$ cat config.mk
export PLATFORM = sky130hd
export DESIGN_NAME = sample_readout
export DESIGN_NICKNAME = d
export VERILOG_FILES = /design/src/rtl/oscilo_pkg.sv /design/src/rtl/fifo2.sv /design/src/rtl/sample_readout.sv
export SDC_FILE = /design/constraint.sdc
export NUM_CORES = 1
export LEC_CHECK = 0
export BUFFER_PORTS_ARGS = -buffer_cell sky130_fd_sc_hd__buf_4
export CAP_MARGIN = 40
export CORE_AREA = 8 8 76 78
export CTS_BUF_LIST = sky130_fd_sc_hd__clkbuf_8
export DETAILED_ROUTE_END_ITERATION = 10
export DIE_AREA = 0 0 84 86
export GPL_ROUTABILITY_DRIVEN = 1
export HOLD_SLACK_MARGIN = 0.15
export PLACE_DENSITY = 0.8
export SYNTH_ARGS = -nofsm -noshare
export SYNTH_HDL_FRONTEND = slang
export SYNTH_SLANG_ARGS = --single-unit
$ cat constraint.sdc
create_clock -name clk_50mhz -period 3.95 [get_ports clk_50mhz]
set_input_delay 0.79 -clock clk_50mhz [delete_from_list [all_inputs] [get_ports clk_50mhz]]
set_output_delay 0.79 -clock clk_50mhz [all_outputs]
set_load 0.02 [all_outputs]
$ cat src/rtl/oscilo_pkg.sv
// rtl/oscilo_pkg.sv - shared types and constants for the sample readout path
//
// Purpose: readout FSM state encoding, default header sync byte, RAM read
// latency and the depth of the readout byte FIFO.
// Ports: none (package).
package oscilo_pkg;

  typedef enum logic [1:0] {
    ST_RD_IDLE,
    ST_RD_HEADER,
    ST_RD_STREAM,
    ST_RD_DRAIN
  } rd_state_t;

  localparam logic [7:0] HDR_SYNC_DEFAULT   = 8'hA5;
  localparam int         MEM_READ_LATENCY   = 1;
  localparam int         READOUT_FIFO_DEPTH = 2;

endpackage

$ cat src/rtl/fifo2.sv
// rtl/fifo2.sv - 2-entry first-word-fall-through byte FIFO
//
// Purpose: small elastic buffer between a fixed-latency source and a
// valid/ready consumer. Entry 0 is always the head.
// Ports:
//   clk       in   clock, rising edge
//   reset     in   synchronous active-low reset
//   wr_en     in   push wr_data
//   wr_data   in   8-bit push data
//   rd_en     in   pop the head (ignored when empty)
//   rd_data   out  head byte
//   rd_valid  out  head is valid
//   count     out  occupancy 0..2
module fifo2 (
  input  logic       clk,
  input  logic       reset,
  input  logic       wr_en,
  input  logic [7:0] wr_data,
  input  logic       rd_en,
  output logic [7:0] rd_data,
  output logic       rd_valid,
  output logic [1:0] count
);

  logic [7:0] entry0;
  logic [7:0] entry1;
  logic       do_pop;
  logic       do_push;

  assign do_pop   = rd_en && (count != 2'd0);
  // A push into a full FIFO is only honoured when a pop frees a slot.
  assign do_push  = wr_en && ((count != 2'd2) || do_pop);
  assign rd_data  = entry0;
  assign rd_valid = (count != 2'd0);

  always_ff @(posedge clk) begin
    if (!reset) begin
      entry0 <= 8'd0;
      entry1 <= 8'd0;
      count  <= 2'd0;
    end else begin
      case ({do_push, do_pop})
        2'b10: begin
          if (count == 2'd0) entry0 <= wr_data;
          else               entry1 <= wr_data;
          count <= count + 2'd1;
        end
        2'b01: begin
          entry0 <= entry1;
          count  <= count - 2'd1;
        end
        2'b11: begin
          if (count == 2'd1) begin
            entry0 <= wr_data;
          end else begin
            entry0 <= entry1;
            entry1 <= wr_data;
          end
        end
        default: ;
      endcase
    end
  end

endmodule

$ cat src/rtl/sample_readout.sv
// rtl/sample_readout.sv - linearising readout of the circular sample RAM
//
// Purpose: after a capture, reads 2^SAMPLE_DEPTH bytes from the sample RAM
// starting at the oldest sample (wrapping modulo depth) and streams them out
// on a valid/ready byte interface, oldest sample first.
// Optional feature macro: READOUT_HEADER_EN (prefixes HDR_SYNC, SAMPLE_DEPTH).
// Ports:
//   clk_50mhz   in   system clock, rising edge
//   reset       in   synchronous active-low reset
//   activate    in   start a frame when high in IDLE
//   start_addr  in   oldest-sample address, latched on activate
//   done        out  frame complete, cleared by next accepted activate
//   busy        out  frame in progress
//   mem_addr    out  RAM read address
//   mem_re      out  RAM read strobe (data returns one cycle later)
//   mem_data    in   RAM read data
//   out_data    out  stream byte
//   out_valid   out  stream byte valid
//   out_ready   in   consumer ready
module sample_readout
  import oscilo_pkg::*;
#(
  parameter int SAMPLE_DEPTH = 8
`ifdef READOUT_HEADER_EN
  ,
  parameter logic [7:0] HDR_SYNC = HDR_SYNC_DEFAULT
`endif
) (
  input  logic                    clk_50mhz,
  input  logic                    reset,
  input  logic                    activate,
  input  logic [SAMPLE_DEPTH-1:0] start_addr,
  output logic                    done,
  output logic                    busy,
  output logic [SAMPLE_DEPTH-1:0] mem_addr,
  output logic                    mem_re,
  input  logic [7:0]              mem_data,
  output logic [7:0]              out_data,
  output logic                    out_valid,
  input  logic                    out_ready
);

  localparam int N  = 2 ** SAMPLE_DEPTH;
  localparam int CW = SAMPLE_DEPTH + 2;
`ifdef READOUT_HEADER_EN
  localparam int FRAME_LEN = N + 2;
`else
  localparam int FRAME_LEN = N;
`endif
  localparam logic [SAMPLE_DEPTH:0] LAST_ISSUE  = (SAMPLE_DEPTH + 1)'(N - 1);
  localparam logic [CW-1:0]         LAST_ACCEPT = CW'(FRAME_LEN - 1);

  rd_state_t                   state;
  rd_state_t                   state_nxt;
  logic [SAMPLE_DEPTH-1:0]     base_addr;
  logic [SAMPLE_DEPTH:0]       issued;
  logic [CW-1:0]               accepted;
  logic [MEM_READ_LATENCY-1:0] rd_pipe;
  logic [1:0]                  fifo_count;
  logic                        issue;
  logic                        start;
  logic                        push;
  logic [7:0]                  push_data;
  logic                        pop;
  int                          occupancy;
`ifdef READOUT_HEADER_EN
  logic                        hdr_idx;
  logic                        hdr_push;
`endif

  assign pop      = out_valid && out_ready;
  assign mem_re   = issue;
  assign mem_addr = issue ? (base_addr + issued[SAMPLE_DEPTH-1:0]) : '0;

  always_comb begin
    state_nxt = state;
    issue     = 1'b0;
    start     = 1'b0;
    push      = rd_pipe[MEM_READ_LATENCY-1];
    push_data = mem_data;
`ifdef READOUT_HEADER_EN
    hdr_push  = 1'b0;
`endif
    // Slots already committed after this edge: stored bytes plus reads still
    // in flight, less the byte leaving now. Counting the pop keeps 1 byte/cycle.
    occupancy = int'(fifo_count) + $countones(rd_pipe) - int'(pop);
    case (state)
      ST_RD_IDLE: begin
        if (activate) begin
          start = 1'b1;
`ifdef READOUT_HEADER_EN
          state_nxt = ST_RD_HEADER;
`else
          state_nxt = ST_RD_STREAM;
`endif
        end
      end
      ST_RD_HEADER: begin
`ifdef READOUT_HEADER_EN
        // No reads are in flight here, so header bytes always enter the FIFO
        // ahead of any sample.
        if (occupancy < READOUT_FIFO_DEPTH) begin
          push      = 1'b1;
          hdr_push  = 1'b1;
          push_data = hdr_idx ? 8'(SAMPLE_DEPTH) : HDR_SYNC;
          if (hdr_idx) state_nxt = ST_RD_STREAM;
        end
`else
        state_nxt = ST_RD_IDLE;
`endif
      end
      ST_RD_STREAM: begin
        if (occupancy < READOUT_FIFO_DEPTH) begin
          issue = 1'b1;
          if (issued == LAST_ISSUE) state_nxt = ST_RD_DRAIN;
        end
      end
      ST_RD_DRAIN: begin
        if (pop && (accepted == LAST_ACCEPT)) state_nxt = ST_RD_IDLE;
      end
      default: state_nxt = ST_RD_IDLE;
    endcase
  end

  always_ff @(posedge clk_50mhz) begin
    if (!reset) begin
      state     <= ST_RD_IDLE;
      base_addr <= '0;
      issued    <= '0;
      accepted  <= '0;
      rd_pipe   <= '0;
      done      <= 1'b0;
      busy      <= 1'b0;
`ifdef READOUT_HEADER_EN
      hdr_idx   <= 1'b0;
`endif
    end else begin
      state   <= state_nxt;
      rd_pipe <= MEM_READ_LATENCY'({rd_pipe, issue});
      if (start) begin
        base_addr <= start_addr;
        issued    <= '0;
        accepted  <= '0;
        done      <= 1'b0;
        busy      <= 1'b1;
`ifdef READOUT_HEADER_EN
        hdr_idx   <= 1'b0;
`endif
      end else begin
        if (issue) issued <= issued + 1'b1;
        if (pop)   accepted <= accepted + 1'b1;
`ifdef READOUT_HEADER_EN
        if (hdr_push) hdr_idx <= 1'b1;
`endif
        if ((state == ST_RD_DRAIN) && (state_nxt == ST_RD_IDLE)) begin
          busy <= 1'b0;
          done <= 1'b1;
        end
      end
    end
  end

  fifo2 u_fifo (
    .clk      (clk_50mhz),
    .reset    (reset),
    .wr_en    (push),
    .wr_data  (push_data),
    .rd_en    (pop),
    .rd_data  (out_data),
    .rd_valid (out_valid),
    .count    (fifo_count)
  );

endmodule

==> impl_summary.txt <==
----------------------------------------------------
[Timing]
  Worst rel slew slack ... 0.4843
  Min Hold Slack ... 475.6 ps
  Final Slew Violations ... 0
  Worst slew pin tran ... 773.6 ps
  Number of hold violations in the final report ... 0
  Final worst path period need ... 3739 ps
  Final clock period utilization by the worst path ... 0.9466
  Final number of setup-violating endpoints ... 0
  Worst Clk Skew ... 13.93 ps
  Max Fclk ... 267.5 MHz

[Finish]
  Fraction of final layout cells with drive strength greater than 1 ... 0.1855
  Final core utilization ... 0.6721
  Combined flip-flop and latch cell area ... 1006 um^2
  Number of antenna cells inserted ... 0
  Net count, final ... 380
  Signed area change from the synthesized netlist to the final layout ... 18.07%
  Multi-input combinational cell area ... 1565 um^2
  Fillers ... 397
  Finished layout cell area ... 3090 um^2

[CTS]
  CTS tree ... built
  Num CTS Buffers ... 5
  Clock transition at the registers of the reported paths ... 100 ps
  Clock latency of the later-clocked register in the worst-skew pair ... 310 ps
  Root buffer cell ... sky130_fd_sc_hd__clkbuf_8
  Largest buffer count on any clock path ... 2
  H-tree depth ... 2
  TritonCTS sink count ... 50
  CTS Hold Buffers Added ... 0

[Global routing]
  Met3 capacity usage during global routing ... 0.04265
  Sum of overflow across all layers after global routing ... 0
  Met1 GRT Util ... 0.2096
  Global-route wire length before repair ... 10210 um
  Maximum number of pins on one net before global-route repair ... 29
  Busiest metal layer after global routing ... met2
  Total routing usage reported by global routing ... 0.1672
  Fraction of met2 tracks used by global routing ... 0.2765
  Via count of the first global-routing pass ... 2272
  Antenna violations before repair ... 0

[Detailed routing]
  Total number of vias ... 2320
  Via count normalized by instance count ... 5.815
  Routed wire length ... 6012 um
  Final antenna-violating net count ... 0
  Routed length per placed instance ... 15.07 um
  Drt initial violations ... 138
  Number of iterations in the first detailed-routing pass ... 4
  DRC errors left ... 0

[Synth]
  Main synth FF type ... sky130_fd_sc_hd__dfxtp_1
  Synthesized net count ... 339
  Count of warnings emitted by yosys ... 0
  Share of synthesized area occupied by flip-flops and latches ... 0.3824
  Library cell occupying the most area in the post-synthesis netlist ... sky130_fd_sc_hd__dfxtp_1
  Total standard cell area after synthesis ... 2618 um^2
  Area contributors post-synth ... sky130_fd_sc_hd__dfxtp_1, sky130_fd_sc_hd__mux2i_1, sky130_fd_sc_hd__ha_1, sky130_fd_sc_hd__nor2_1, sky130_fd_sc_hd__nand2_1
  Syn Area/Cell ... 8.639 um^2
  Number of flops mapped to enable cells by yosys ... 0
  Number of instances in the synthesized netlist ... 303
  Flop and latch count out of synthesis ... 50
  Share of the synthesized area in the top cell type ... 0.3824
  Most common cell in the netlist ... sky130_fd_sc_hd__dfxtp_1
  Netlist cell types ... 46
  Post-synthesis async set-or-reset flop share ... 0
  Top cell types by occurrence after synthesis ... sky130_fd_sc_hd__dfxtp_1, sky130_fd_sc_hd__nor2_1, sky130_fd_sc_hd__nand2_1

[Critical path]
  Critical path cell sequence ... inv_1, ha_2, nor3b_4, o21ai_0, fa_1, xnor2_2, a22oi_2, a2111oi_1, o21bai_1, buf_4
  Required time of the critical path ... 3160 ps
  Worst setup path startpoint ... u_fifo.count[1]
  Worst path arrival time ... 2950 ps
  Slowest cell on crit path ... sky130_fd_sc_hd__fa_1
  Category of the worst setup path capture point ... primary output
  Start of the worst register-to-register path ... u_fifo.count[1]
  Slowest stage delay, CP ... 430 ps
  Worst path buffer plus inverter count ... 2
  Crit Path Category ... reg2out
  Startpoint type of the worst setup path ... flop
  Family of cells with the greatest summed delay on the critical path ... compound AO/OA/AOI/OAI gates
  Biggest fanout along the worst timing path ... 7

[Worst hold path]
  Worst hold start ... busy
  Kind of path behind the tightest hold check ... reg2reg

[Power]
  Peak VDD IR ... 0.0004053 V
  Areal power density over the cells ... 563.3 nW/um^2
  Total power ... 0.001741 W
  Leakage component of the power ... 1.319 nW

[Job]
  Total of max-cap violations ... 0

[Outcome]
  Outcome ... finished clean

[Die]
  Die width ... 84 um
  Core region area ... 4598 um^2
  Placement Rows ... 25
  I/O pin total ... 40
  Height of the die ... 86 um
  Die Area ... 7224 um^2
  Initial core utilization ... 0.5693

[Place]
  Port bufs ... 39
  GP Congestion ... 0.9104
  Post-Place Cell Area ... 2968 um^2
  Detailed placer's ending HPWL ... 4315 um

----------------------------------------------------
## worst register-to-register path, cell delays in order (launching register included)
cell,delay (ps)
sky130_fd_sc_hd__dfxtp_4,420
sky130_fd_sc_hd__inv_1,100
sky130_fd_sc_hd__ha_2,230
sky130_fd_sc_hd__nor3b_4,300
sky130_fd_sc_hd__o21ai_0,160
sky130_fd_sc_hd__fa_1,430
sky130_fd_sc_hd__xnor2_2,180
sky130_fd_sc_hd__a22oi_2,120
sky130_fd_sc_hd__buf_4,190
sky130_fd_sc_hd__or4_1,530
sky130_fd_sc_hd__a21oi_1,180
## flip-flops by register name, indices dropped and copies added, names as in the netlist
register / count
busy: 1
u_fifo.entry1: 8
state: 2
accepted: 10
issued: 9
done: 1
u_fifo.rd_data: 8
u_fifo.count: 2
push: 1
base_addr: 8
## routing by layer
layer / routed length, um / share of wire
met1: 2724 / 0.45
met2: 2895 / 0.48
met3: 338 / 0.056
met4: 54 / 0.0090
met5: 0 / 0
## cell families after synthesis
kind of cell	share of synthesized area
AND/OR/NAND/NOR	0.2505
AO/OA/AOI/OAI	0.1487
flip-flops	0.3824
multiplexers	0.06883
buffers and inverters	0.02724
adder cells (fa/ha/maj)	0.08222
XOR/XNOR	0.04015
## power by group
part | internal [W] | total (W) | switching [W]
Clock | 0.000132 | 0.000317 | 0.000185
Sequential | 0.000584 | 0.000650 | 0.0000668
Combinational | 0.000317 | 0.000774 | 0.000457
Total | 0.00103 | 0.00174 | 0.000708
## layout by cell type (no fill, tap or decap), types with 3 or more instances in the layout
master and n:
sky130_fd_sc_hd__inv_6 3, sky130_fd_sc_hd__dfxtp_1 48, sky130_fd_sc_hd__nor2b_1 5, sky130_fd_sc_hd__mux2i_1 18, sky130_fd_sc_hd__or3_1 7, sky130_fd_sc_hd__xor2_1 8, sky130_fd_sc_hd__a21oi_1 14, sky130_fd_sc_hd__a311oi_1 9
sky130_fd_sc_hd__nand2b_1 4, sky130_fd_sc_hd__buf_4 44, sky130_fd_sc_hd__nand3_1 16, sky130_fd_sc_hd__inv_1 6, sky130_fd_sc_hd__xnor2_1 3, sky130_fd_sc_hd__o21ai_0 13, sky130_fd_sc_hd__and3_1 4, sky130_fd_sc_hd__ha_1 13
sky130_fd_sc_hd__clkbuf_8 5, sky130_fd_sc_hd__nand4_1 5, sky130_fd_sc_hd__a211oi_1 7, sky130_fd_sc_hd__nor2_1 45, sky130_fd_sc_hd__nand2_1 27, sky130_fd_sc_hd__nor3_1 4
## final cells by class
class / count / share of cell area
clock buffer: 5 / 0.02227
clock inverter: 3 / 0.008502
inverter: 7 / 0.008502
multi-input combinational: 236 / 0.5065
sequential: 50 / 0.3255
tap: 54 / 0.02186
timing repair buffer: 44 / 0.1069
## stage by stage
stage / worst slack [ps] / setup TNS, ps / instances
final: 211.1 / 0 / 399
after global routing: -1.124 / -1.124 / 399
after detailed placement: 233.2 / 0 / 390
after floorplan: 392.9 / 0 / 303
after global placement: 338.7 / 0 / 390
after CTS: 4.005 / 0 / 398
## path summary, 6_finish.rpt
kind	slack, ps	depth (start not counted)	to
worst max-delay path	210	10	mem_addr[7]
worst min-delay path	480	2	busy
worst max register to register	1030	10	issued[7]
worst min register to register	480	2	busy
## what timing repair did
action                                  CTS  global route
buffers inserted                          0             1
gates resized for setup                   2             6
pin swaps                                 0             1
endpoints found under the setup margin    4             7
hold endpoints to repair                  0             0
Note: power is estimated with default switching activity, not from simulation.
